[config.mk]
export PLATFORM = sky130hd
export DESIGN_NAME = eespfal_pclk_sequencer_flat
export DESIGN_NICKNAME = d
export VERILOG_FILES = /design/src/rtl/eespfal_pclk_sequencer_if.sv /design/src/rtl/eespfal_pclk_sequencer.sv /design/src/flat_wrapper.sv
export SDC_FILE = /design/constraint.sdc
export NUM_CORES = 1
export LEC_CHECK = 0
export BUFFER_PORTS_ARGS = -buffer_cell sky130_fd_sc_hd__buf_2
export CAP_MARGIN = 20
export CORE_MARGIN = 10
export CORE_UTILIZATION = 53
export CTS_BUF_LIST = sky130_fd_sc_hd__clkbuf_8
export DETAILED_ROUTE_END_ITERATION = 10
export PLACE_DENSITY_LB_ADDON = 0.25
export SYNTH_ARGS = -nofsm -noshare
export SYNTH_HDL_FRONTEND = slang
export SYNTH_SLANG_ARGS = --single-unit
export TNS_END_PERCENT = 100
[constraint.sdc]
create_clock -name CLK -period 2.4 [get_ports CLK]
set_clock_uncertainty 0.15 [all_clocks]
set_input_delay 0.12 -clock CLK [delete_from_list [all_inputs] [get_ports CLK]]
set_output_delay 0.12 -clock CLK [all_outputs]
set_load 0.005 [all_outputs]
[src/rtl/eespfal_pclk_sequencer_if.sv]
// eespfal_pclk_sequencer_if: run handshake and per-rail power-clock control bundle
interface eespfal_pclk_sequencer_if #(parameter int WAVE_W = 16);
  logic start;
  logic abort;
  logic [WAVE_W-1:0] n_waves;
  logic busy;
  logic done;
  logic [3:0] rise_en;
  logic [3:0] hold_en;
  logic [3:0] fall_en;
  logic [3:0] Dis;
  logic [WAVE_W-1:0] wave_cnt;
  modport master(output start, abort, n_waves, input busy, done, rise_en, hold_en, fall_en, Dis, wave_cnt);
  modport slave(input start, abort, n_waves, output busy, done, rise_en, hold_en, fall_en, Dis, wave_cnt);
endinterface

[src/rtl/eespfal_pclk_sequencer.sv]
// eespfal_pclk_sequencer: 4-phase trapezoidal power-clock sequencer for cascaded EESPFAL stages
module eespfal_pclk_sequencer #(
  parameter int STEP_CYC = 4,
  parameter int DIS_CYC  = 2,
  parameter int WAVE_W   = 16
) (
  input logic CLK,
  input logic RST,
  eespfal_pclk_sequencer_if.slave bus
);
  localparam int TW = $clog2(STEP_CYC);
  localparam int GW = WAVE_W + 3;
  typedef enum logic {IDLE, RUN} state_t;
  state_t state, state_nx;
  logic [TW-1:0] t, t_nx;
  logic [GW-1:0] g, g_nx, span;
  logic [WAVE_W-1:0] n, n_nx, cnt, cnt_nx;
  logic done_q, done_nx, last_t;
  logic [3:0] act, rise, hold, fall, dis;
  logic [1:0] seg [4];
  assign span = {1'b0, n, 2'b00};
  assign last_t = t == TW'(STEP_CYC - 1);
  // rail k runs 4N segments starting at global segment k; outputs decode only registered state
  for (genvar k = 0; k < 4; k++) begin : rail
    assign act[k]  = state == RUN && g >= GW'(k) && g < span + GW'(k);
    assign seg[k]  = g[1:0] - 2'(k);
    assign rise[k] = act[k] && seg[k] == 2'd0;
    assign hold[k] = act[k] && seg[k] == 2'd1;
    assign fall[k] = act[k] && seg[k] == 2'd2;
    assign dis[k]  = !act[k] || (seg[k] == 2'd3 && 32'(t) < DIS_CYC);
  end
  // state register; wave_cnt survives abort and is cleared only by reset or a new run
  always_ff @(posedge CLK) begin
    if (RST) begin
      state  <= IDLE;
      t      <= '0;
      g      <= '0;
      n      <= '0;
      cnt    <= '0;
      done_q <= 1'b0;
    end else begin
      state  <= state_nx;
      t      <= t_nx;
      g      <= g_nx;
      n      <= n_nx;
      cnt    <= cnt_nx;
      done_q <= done_nx;
    end
  end
  // next state: accept start in IDLE (abort wins), step tick/segment counters, finish after rail 3 drains
  always_comb begin
    state_nx = state;
    t_nx     = t;
    g_nx     = g;
    n_nx     = n;
    cnt_nx   = cnt;
    done_nx  = 1'b0;
    if (state == IDLE) begin
      if (bus.start && !bus.abort) begin
        if (bus.n_waves != '0) begin
          state_nx = RUN;
          t_nx     = '0;
          g_nx     = '0;
          n_nx     = bus.n_waves;
          cnt_nx   = '0;
        end else done_nx = 1'b1;
      end
    end else if (bus.abort) state_nx = IDLE;
    else begin
      t_nx = last_t ? '0 : t + 1'b1;
      g_nx = last_t ? g + 1'b1 : g;
      if (last_t && act[3] && seg[3] == 2'd3 && !(&cnt)) cnt_nx = cnt + 1'b1;
      if (last_t && g == span + GW'(2)) begin
        state_nx = IDLE;
        done_nx  = 1'b1;
      end
    end
  end
  assign bus.busy     = state == RUN;
  assign bus.done     = done_q;
  assign bus.rise_en  = rise;
  assign bus.hold_en  = hold;
  assign bus.fall_en  = fall;
  assign bus.Dis      = dis;
  assign bus.wave_cnt = cnt;
endmodule

[src/flat_wrapper.sv]
// flat-port wrapper written by rule: the top's interface ports become plain ports
module eespfal_pclk_sequencer_flat 
#(
  parameter int STEP_CYC = 4,
  parameter int DIS_CYC  = 2,
  parameter int WAVE_W   = 16
)
  (CLK, RST, bus_start, bus_abort, bus_n_waves, bus_busy, bus_done, bus_rise_en, bus_hold_en, bus_fall_en, bus_Dis, bus_wave_cnt);
  eespfal_pclk_sequencer_if #(.WAVE_W(WAVE_W)) bus_i ();
  input logic CLK;
  input logic RST;
  input wire logic [$bits(bus_i.start)-1:0] bus_start;
  input wire logic [$bits(bus_i.abort)-1:0] bus_abort;
  input wire logic [$bits(bus_i.n_waves)-1:0] bus_n_waves;
  output wire logic [$bits(bus_i.busy)-1:0] bus_busy;
  output wire logic [$bits(bus_i.done)-1:0] bus_done;
  output wire logic [$bits(bus_i.rise_en)-1:0] bus_rise_en;
  output wire logic [$bits(bus_i.hold_en)-1:0] bus_hold_en;
  output wire logic [$bits(bus_i.fall_en)-1:0] bus_fall_en;
  output wire logic [$bits(bus_i.Dis)-1:0] bus_Dis;
  output wire logic [$bits(bus_i.wave_cnt)-1:0] bus_wave_cnt;
  assign bus_i.start = bus_start;
  assign bus_i.abort = bus_abort;
  assign bus_i.n_waves = bus_n_waves;
  assign bus_busy = bus_i.busy;
  assign bus_done = bus_i.done;
  assign bus_rise_en = bus_i.rise_en;
  assign bus_hold_en = bus_i.hold_en;
  assign bus_fall_en = bus_i.fall_en;
  assign bus_Dis = bus_i.Dis;
  assign bus_wave_cnt = bus_i.wave_cnt;
  eespfal_pclk_sequencer #(.STEP_CYC(STEP_CYC), .DIS_CYC(DIS_CYC), .WAVE_W(WAVE_W)) u_core (.CLK(CLK), .RST(RST), .bus(bus_i));
endmodule
==> run summary, run 1 <==
The width of the die is 98.7 um. The post-detailed-route wirelength per cell came out at 23.3 um. The worst setup path startpoint is u_core.g[6].

Walking the worst path, the cells encountered are buf_6 > or4_4 > nor4_4 > buf_4 > nand2_2 > nor3_2 > a31oi_1 > o21a_1 > and2_1 > buf_2. The worst pin sits at a relative slew slack of 67.7%. The placed instance count came out at 583. In this run the clock root is driven by a clkbuf_8. Final-report hold violation count: 0. In this run, CTS created clock tree buffers numbering 5. The total wire length is 15,000 um, and the number of distinct library cells after synthesis is 55.

Across the VDD grid, the largest voltage drop is 0.369 mV. The achievable frequency is 362 MHz, and the die area is 9740 um2. The tools report the initial core utilization as 55.1%.

The proportion of synthesized flip-flops having asynchronous set or reset was 0%; the post-detailed-route DRC marker count was 0. Clock-pin slew was measured on the worst setup and hold paths at 0.11 ns. The critical path depth in cells was 10; the Yosys warning count was 0.

The checks that failed: setup timing. The worst setup slack after layout is -0.360 ns. STA classifies the critical path startpoint as a register. At the end of the flow the core is filled with cells to 86.4%.

The max-slew violation total from the final report is 0, and the maximum net fanout on the critical path is 4. Buffers placed on the I/O ports in this run total 53. The total number of vias is 4,213.

At the pin with the least slew margin, the transition time is 0.483 ns. The first global-routing pass estimated 19,500 um of wire. Summed over all layers, the global routing overflow is 0. The synthesized design contains 0 enable-type register cells. In this run the worst setup path terminates at bus_rise_en[1]. The min-delay analysis places its worst path in the category input port to register.

The number of rows created at floorplan is 28, and the number of antenna violations at the first check in global routing is 0. Setup violations remaining at the end of the flow were counted as 36. CTS saw 55 sinks. The run gives 550 uW as the reported net switching power. Ranked by total cell area, the synthesized netlist is headed by dfxtp_1 34%, ha_1 9.5%, nand2_1 6.4%. Together, buffers and inverters on the worst path number 3. No sink is reached through more buffers than the 2 on the longest clock path.

The library cells used most frequently in the layout, excluding fill and tap cells, are 71 x buf_4, 53 x nand2_1, 51 x buf_2, 37 x dfxtp_1, 35 x nor2_1. Across all register-to-register paths, the minimum setup slack is -0.32 ns. The sequential share of power was 45.9%; the share of power burned in combinational logic was 17.4%. STA puts the critical path data required time at 2.13 ns.

Data on the critical path arrives at its endpoint at 2.49 ns. The number of global-route vias before repair is 3,860, and the synthesized cell area is 3280 um2. The critical path in this run is classified as register to output port. On the worst path, the slowest cell contributes a delay of 0.52 ns. The pre-antenna-repair detailed-routing pass consisted of 6 iterations. Each instance of the synthesized netlist takes up on average 7.96 um2.

The number of cells in the finished layout apart from fillers came out at 641. HPWL reported at the end of detailed placement: 7710 um. Global routing used 24.0% of the available tracks across all layers.

In this run the critical register-to-register path is launched from u_core.g[10]. Worst reg2reg path depth: 11. The number of antenna diodes in the final layout is 0. Post-synthesis to final-layout area growth: 56.9%. The reg-to-reg critical path endpoint was u_core.bus.wave_cnt[13]. For the count of pins on the block boundary, the log shows 54.

The internal power summed over all cells came out at 1.49 mW. The antenna violation net count after detailed routing came out at 0. The tool flagged a number of max-cap violations equal to 0. The area share of the leading cell type in the synthesized netlist is 33.6%, and the fraction of the cycle the final worst path needs is 115%. The run finished, with violations left. The run gives 457 as the post-synthesis net count. Of the total power, the share spent switching nets is 26.9%.

For the fraction of power consumed by the clock network, the log shows 36.8%. The library cell used most frequently in the layout, excluding fill and tap cells, is buf_4. Counting flops and latches in the post-synthesis netlist gives 55. The later pin in the worst-skew pair is clocked with a latency of 0.32 ns. The core region is 5960 um2. The logs give 33.6% for the sequential area share after synthesis and -0.297 ns for the worst-case setup slack after placement. The most frequently used flop master after synthesis was dfxtp_1. The die span in y was 98.7 um. The slowest cell on the critical path is or4_4. The total leakage power was 2.10 nW.

The tools report the synthesized instance count as 412. Power spread over the standard cell area amounts to 397 nW/um2. The fraction of final layout cells with drive strength greater than 1 works out to 44.9%. Entering global routing, the biggest net connects 31 pins. Among cell families on the critical path, the largest total delay comes from simple AND/OR/NAND/NOR gates. TritonCTS built the clock tree.

The total power after layout came out at 2.04 mW. The smallest clock period supported by the final layout is computed as 2.76 ns. STA classifies the critical path endpoint as an output port.

The detail-routed via count per cell is 6.57, and the maximum level of the CTS H-tree is 2. The first routing iteration left 575 violations. Setup repair after global routing could not meet its margin everywhere. The count of nets after finishing is 610. Routability-driven placement finished with a final weighted congestion of 0.890.

Cell taking the most area after synthesis: dfxtp_1.
## worst register-to-register path, cell delays in order (launching register included)
cell      delay, ns
dfxtp_2        0.34
buf_4          0.14
ha_4           0.24
a21oi_2        0.16
o21ai_2        0.10
a22oi_2        0.28
o211ai_4       0.14
buf_6          0.16
or2_4          0.28
buf_4          0.15
or4_1          0.42
nand2_1        0.10
## logic make-up after synthesis
group / Yosys count / share of synthesized area, %
compound gates: 83 / 17.0
buf+inv: 42 / 5.68
simple gates: 191 / 30.0
flops: 55 / 33.6
xor+xnor: 16 / 4.27
fa+ha+maj: 25 / 9.53
## per-layer routing
metal  wire length (um)  GRT usage (%)  share of wire [%]  up-vias
met5                  0              0                  0        -
met4               1110           11.2                7.4        0
met3               2040           7.47                 14      110
met2               6890           40.0                 46      434
met1               4930           27.4                 33     1912
li1                   -              -                  -     1757
## worst min path at each step
stage,start,end,slack [ns],cells past startpoint
6_report,RST,u_core.n[5],0.007,2
5_1_grt,RST,u_core.n[0],0.009,2
4_1_cts,RST,u_core.n[5],0.00006,2
3_5_place_dp,bus_n_waves[5],u_core.n[5],0.23,3
3_3_place_gp,bus_n_waves[5],u_core.n[5],0.23,3
2_1_floorplan,bus_n_waves[10],u_core.n[10],0.11,2
## sequential cells by signal, indices dropped and copies added (netlist names)
name                 cells
u_core.g                19
u_core.bus.wave_cnt     16
u_core.n                16
u_core.t                 2
u_core.bus.busy          1
u_core.bus.done          1
## Yosys cell counts, types with 3 or more instances
cell / count
o31ai_1: 4
a22oi_1: 3
a31oi_1: 4
o21ai_0: 12
nand2_1: 56
or4_1: 5
dfxtp_1: 55
inv_1: 28
clkbuf_1: 8
nand3_1: 13
a21oi_1: 36
nor2_1: 43
buf_4: 3
or3_1: 5
nand4_1: 12
xnor2_1: 13
nand2b_1: 3
and3_1: 3
and2_1: 13
o21a_1: 4
ha_1: 25
xor2_1: 3
nor3_1: 15
nor4_1: 10
## power groups by stage
stage | clock [mW] | combinational [mW] | sequential [mW]
finish | 0.751 | 0.355 | 0.938
global route | 0.774 | 0.371 | 0.939
CTS | 0.733 | 0.287 | 0.934
detailed placement | 0 | 0.206 | 0.955
global placement | 0 | 0.201 | 0.955
floorplan | 0 | 0.114 | 0.953
## per-stage QoR
stage          area, um2  setup TNS, ns  hold slack (ns)
2_1_floorplan       3290              0            0.106
3_3_place_gp        4000          -1.23            0.225
3_5_place_dp        4000          -2.01            0.230
4_1_cts             4770          -3.33        0.0000600
5_1_grt             5150          -9.24          0.00935
6_report            5150          -6.95          0.00728
## what timing repair did
item	CTS	global route
resized for setup	74	58
hold buffers	18	0
pin swaps	36	31
endpoints found under the setup margin	32	43
buffers inserted	17	17
endpoints found under the hold margin	16	0
## cell type report
cell class | instances | area [um2]
clock inverter | 3 | 63.8
fill | 279 | 810
timing repair buffer | 159 | 1190
tap | 75 | 93.8
multi-input combinational | 315 | 2490
inverter | 29 | 109
sequential | 55 | 1130
clock buffer | 5 | 68.8
(Power assumes the default switching activity.)
==> inputs of run 2 (changes only) <==
--- a/config.mk
+++ b/config.mk
@@ -7,6 +7,7 @@
 export LEC_CHECK = 0
 export BUFFER_PORTS_ARGS = -buffer_cell sky130_fd_sc_hd__buf_2
 export CAP_MARGIN = 20
+export CORE_ASPECT_RATIO = 0.8
 export CORE_MARGIN = 10
 export CORE_UTILIZATION = 53
 export CTS_BUF_LIST = sky130_fd_sc_hd__clkbuf_8
==> run 2 against run 1 <==
The run still ends with setup timing left. Die area increased by 0.20%. Via count decreased by 10%. Fmax decreased by 3.0%. First-iteration DRC count decreased by 42%. Clock power decreased by 11%. Clock-buffer cell count increased by 1.
==> run summary, run 2 (synthesized netlist as in run 1, its figures left out) <==
The flow ran to the end, but the final reports show violations. The checks that failed: setup timing. The run gives 17,600 um (-9.8%) as the first-pass GRT wire length. TritonCTS built the clock tree. Worst reg2reg path depth: 10 (-1). The worst hold path belongs to the class input port to register. The total leakage power is 1.87 nW (-11%). For the number of antenna violations at the first check in global routing, the log shows 0 (unchanged).

For the global router's overall resource usage, the log shows 21.6% (-2.5 points). The CTS sink count was 55 (unchanged). The data required time of the critical path is 2.49 ns (+0.36 ns).

The placed instance count is 583 (unchanged), and the switching part of the total power is 27.1% (+0.13 points). Setup repair after global routing could not meet its margin everywhere. Total power after layout: 1.90 mW (-6.9%).

The total wire length is 12,000 um (-20%), and the areal power density over the cells is 402 nW/um2 (+1.3%). Counting flops per register, the top entry is u_core.g. The tools report the share of power burned in combinational logic as 15.4% (-2.0 points).

The run gives -8.86 ns (-1.92 ns) as the aggregate negative setup slack. The antenna diode instance count came out at 0 (unchanged). The tools report the post-detailed-route DRC marker count as 0 (unchanged). The deepest clock path buffer count is 2 (unchanged). The logs give 2 (unchanged) for the maximum level of the CTS H-tree and 2350 um2 (-5.7%) for the area of combinational cells with multiple inputs.

The achievable frequency was 351 MHz (-3.0%); the fraction of the cycle the final worst path needs was 119% (+3.6 points). The tools report the antenna violation net count after detailed routing as 0 (unchanged). The transition time at the pin with the least slew margin was 0.570 ns (+0.0871 ns); the time the worst path needs with I/O delays and setup was 2.85 ns (+0.0855 ns). Sequential share of power: 49.3% (+3.4 points). The run gives 3,539 (-8.3%) as the number of global-route vias before repair. The width of the die works out to 108 um (+9.4%). The worst setup path is launched from a register. The initial core utilization came out at 55.2% (+0.12 points). The internal power summed over all cells was 1.39 mW (-7.1%); the number of cells in the finished layout apart from fillers was 617 (-3.7%).

The logs give 0.365 mV (-1.3%) for the worst IR drop on VDD and 54 (unchanged) for the count of pins on the block boundary. The arrival time at the worst endpoint was 2.94 ns (+0.45 ns); the insertion delay to the later sink of the worst-skew pair was 0.31 ns (about the same). The worst hold path stage count is 3 (+1). The run gives 580 (-4.9%) as the count of nets after finishing. Fraction of final layout cells with drive strength greater than 1: 39.0% (-5.9 points). Worst hold slack after final layout: 0.0558 ns (+0.0485 ns). For the reported net switching power, the log shows 515 uW (-6.4%). For the die area, the log shows 9760 um2 (+0.20%). The run gives 0 (unchanged) as the final-report hold violation count. The library cells used most frequently in the layout, excluding fill and tap cells, are 56 x nand2_1, 52 x buf_2, 50 x buf_4, 38 x nor2_1, 34 x dfxtp_1.

The register area is 1130 um2 (+0.11%), and the total grt overflow is 0 (unchanged). The number of input and output port buffers inserted is 53 (unchanged), and the fraction of power consumed by the clock network is 35.3% (-1.5 points). The worst setup slack after layout came out at -0.446 ns (-0.0855 ns). The CTS clock-pin slew for the worst setup and hold paths was 0.11 ns (about the same); the number of search-and-repair iterations in the first detailed-routing pass was 5 (-1).

The run gives 0 (unchanged) as the max-slew violation total from the final report. The number of rows created at floorplan is 25 (-11%), and the number of violations reported at the end of detailed-routing iteration 0 is 336 (-42%). For the worst slew margin relative to its limit, the log shows 61.8% (-5.8 points). The CTS buffer count is 5 (unchanged), and the HPWL reported at the end of detailed placement is 7360 um (-4.5%). The final count of negative-setup-slack endpoints was 32 (-11%); the number of fill cells was 351 (+26%). Endpoint type of the worst setup path: a register. Critical setup path kind: register to register.

The number of flip-flops in the largest register was 19 (unchanged). The most common cell after layout, fill and taps aside is nand2_1. The max-cap check violation count is 0 (unchanged). The tools report the total number of vias as 3,781 (-10%). The maximum number of pins on one net before global-route repair was 31 (unchanged); the maximum net fanout on the critical path was 8 (+4). The detail-routed via count per cell works out to 6.13 (-6.8%). The post-detailed-route wirelength per cell came out at 19.5 um (-17%). Compared with the post-synthesis result, the final layout area differs by 44.2%. For the final weighted congestion in routability-driven placement, the log shows 0.868 (-2.4%). Die span in y: 90.4 um (-8.4%). Clock root buffer master: clkbuf_8.

The tools report the area of the core region as 5940 um2 (-0.21%).
run 2: final timing paths:
check | startpoint | end | slack (ns)
worst max-delay path | u_core.n[9] | u_core.bus.wave_cnt[7] | -0.45
worst max register to register | u_core.n[9] | u_core.bus.wave_cnt[7] | -0.45
worst min register to register | u_core.n[2] | u_core.n[2] | 0.32
worst min-delay path | bus_abort | u_core.g[1] | 0.06
run 2: power by group through the flow:
| stage | Clock, mW | Combinational [mW] | Sequential, mW |
|---|---|---|---|
| 3_3_place_gp | 0 | 0.192 | 0.955 |
| 6_report | 0.672 | 0.293 | 0.939 |
| 4_1_cts | 0.650 | 0.251 | 0.935 |
| 3_5_place_dp | 0 | 0.195 | 0.956 |
| 5_1_grt | 0.700 | 0.308 | 0.940 |
| 2_1_floorplan | 0 | 0.114 | 0.953 |
run 2: timing repair:
action | 4_1_cts | 5_1_grt
pin swaps | 12 | 21
hold endpoints to repair | 16 | 0
setup endpoints to repair | 30 | 42
hold buffers | 16 | 0
setup buffers | 4 | 8
resized for setup | 49 | 47
run 2: final cells by class:
| cell class | instances | area share [%] |
|---|---|---|
| Clock buffer | 6 | 1.75 |
| Clock inverter | 2 | 0.741 |
| Inverter | 29 | 2.30 |
| Multi-Input combinational cell | 315 | 49.7 |
| Sequential cell | 55 | 23.8 |
| Tap cell | 81 | 2.14 |
| Timing Repair Buffer | 129 | 19.5 |
run 2: metrics by stage:
stage	setup WS, ns	cell area (um2)	utilization, %
floorplan	0.00504	3290	-
CTS	-0.291	4460	75.1
finish	-0.446	4730	79.6
detailed placement	-0.193	3960	66.6
global placement	-0.200	3960	66.6
global route	-0.461	4730	79.6
run 2: critical path: stages, from the launching register on:
cell	delay, ns
dfxtp_2	0.35
inv_1	0.07
ha_1	0.31
nand4_1	0.17
nor2_1	0.11
a22oi_1	0.28
o211ai_2	0.17
buf_4	0.19
or2_4	0.27
or4_1	0.53
a21oi_2	0.17
run 2: per-layer routing:
layer  vias to the layer above  GRT usage, %  routed length [um]
met5                         -             0                   0
met4                         0          4.33                 361
met3                        43          4.92                1160
met2                       245          35.7                5640
met1                      1798          27.6                4850
li1                       1695             -                   -
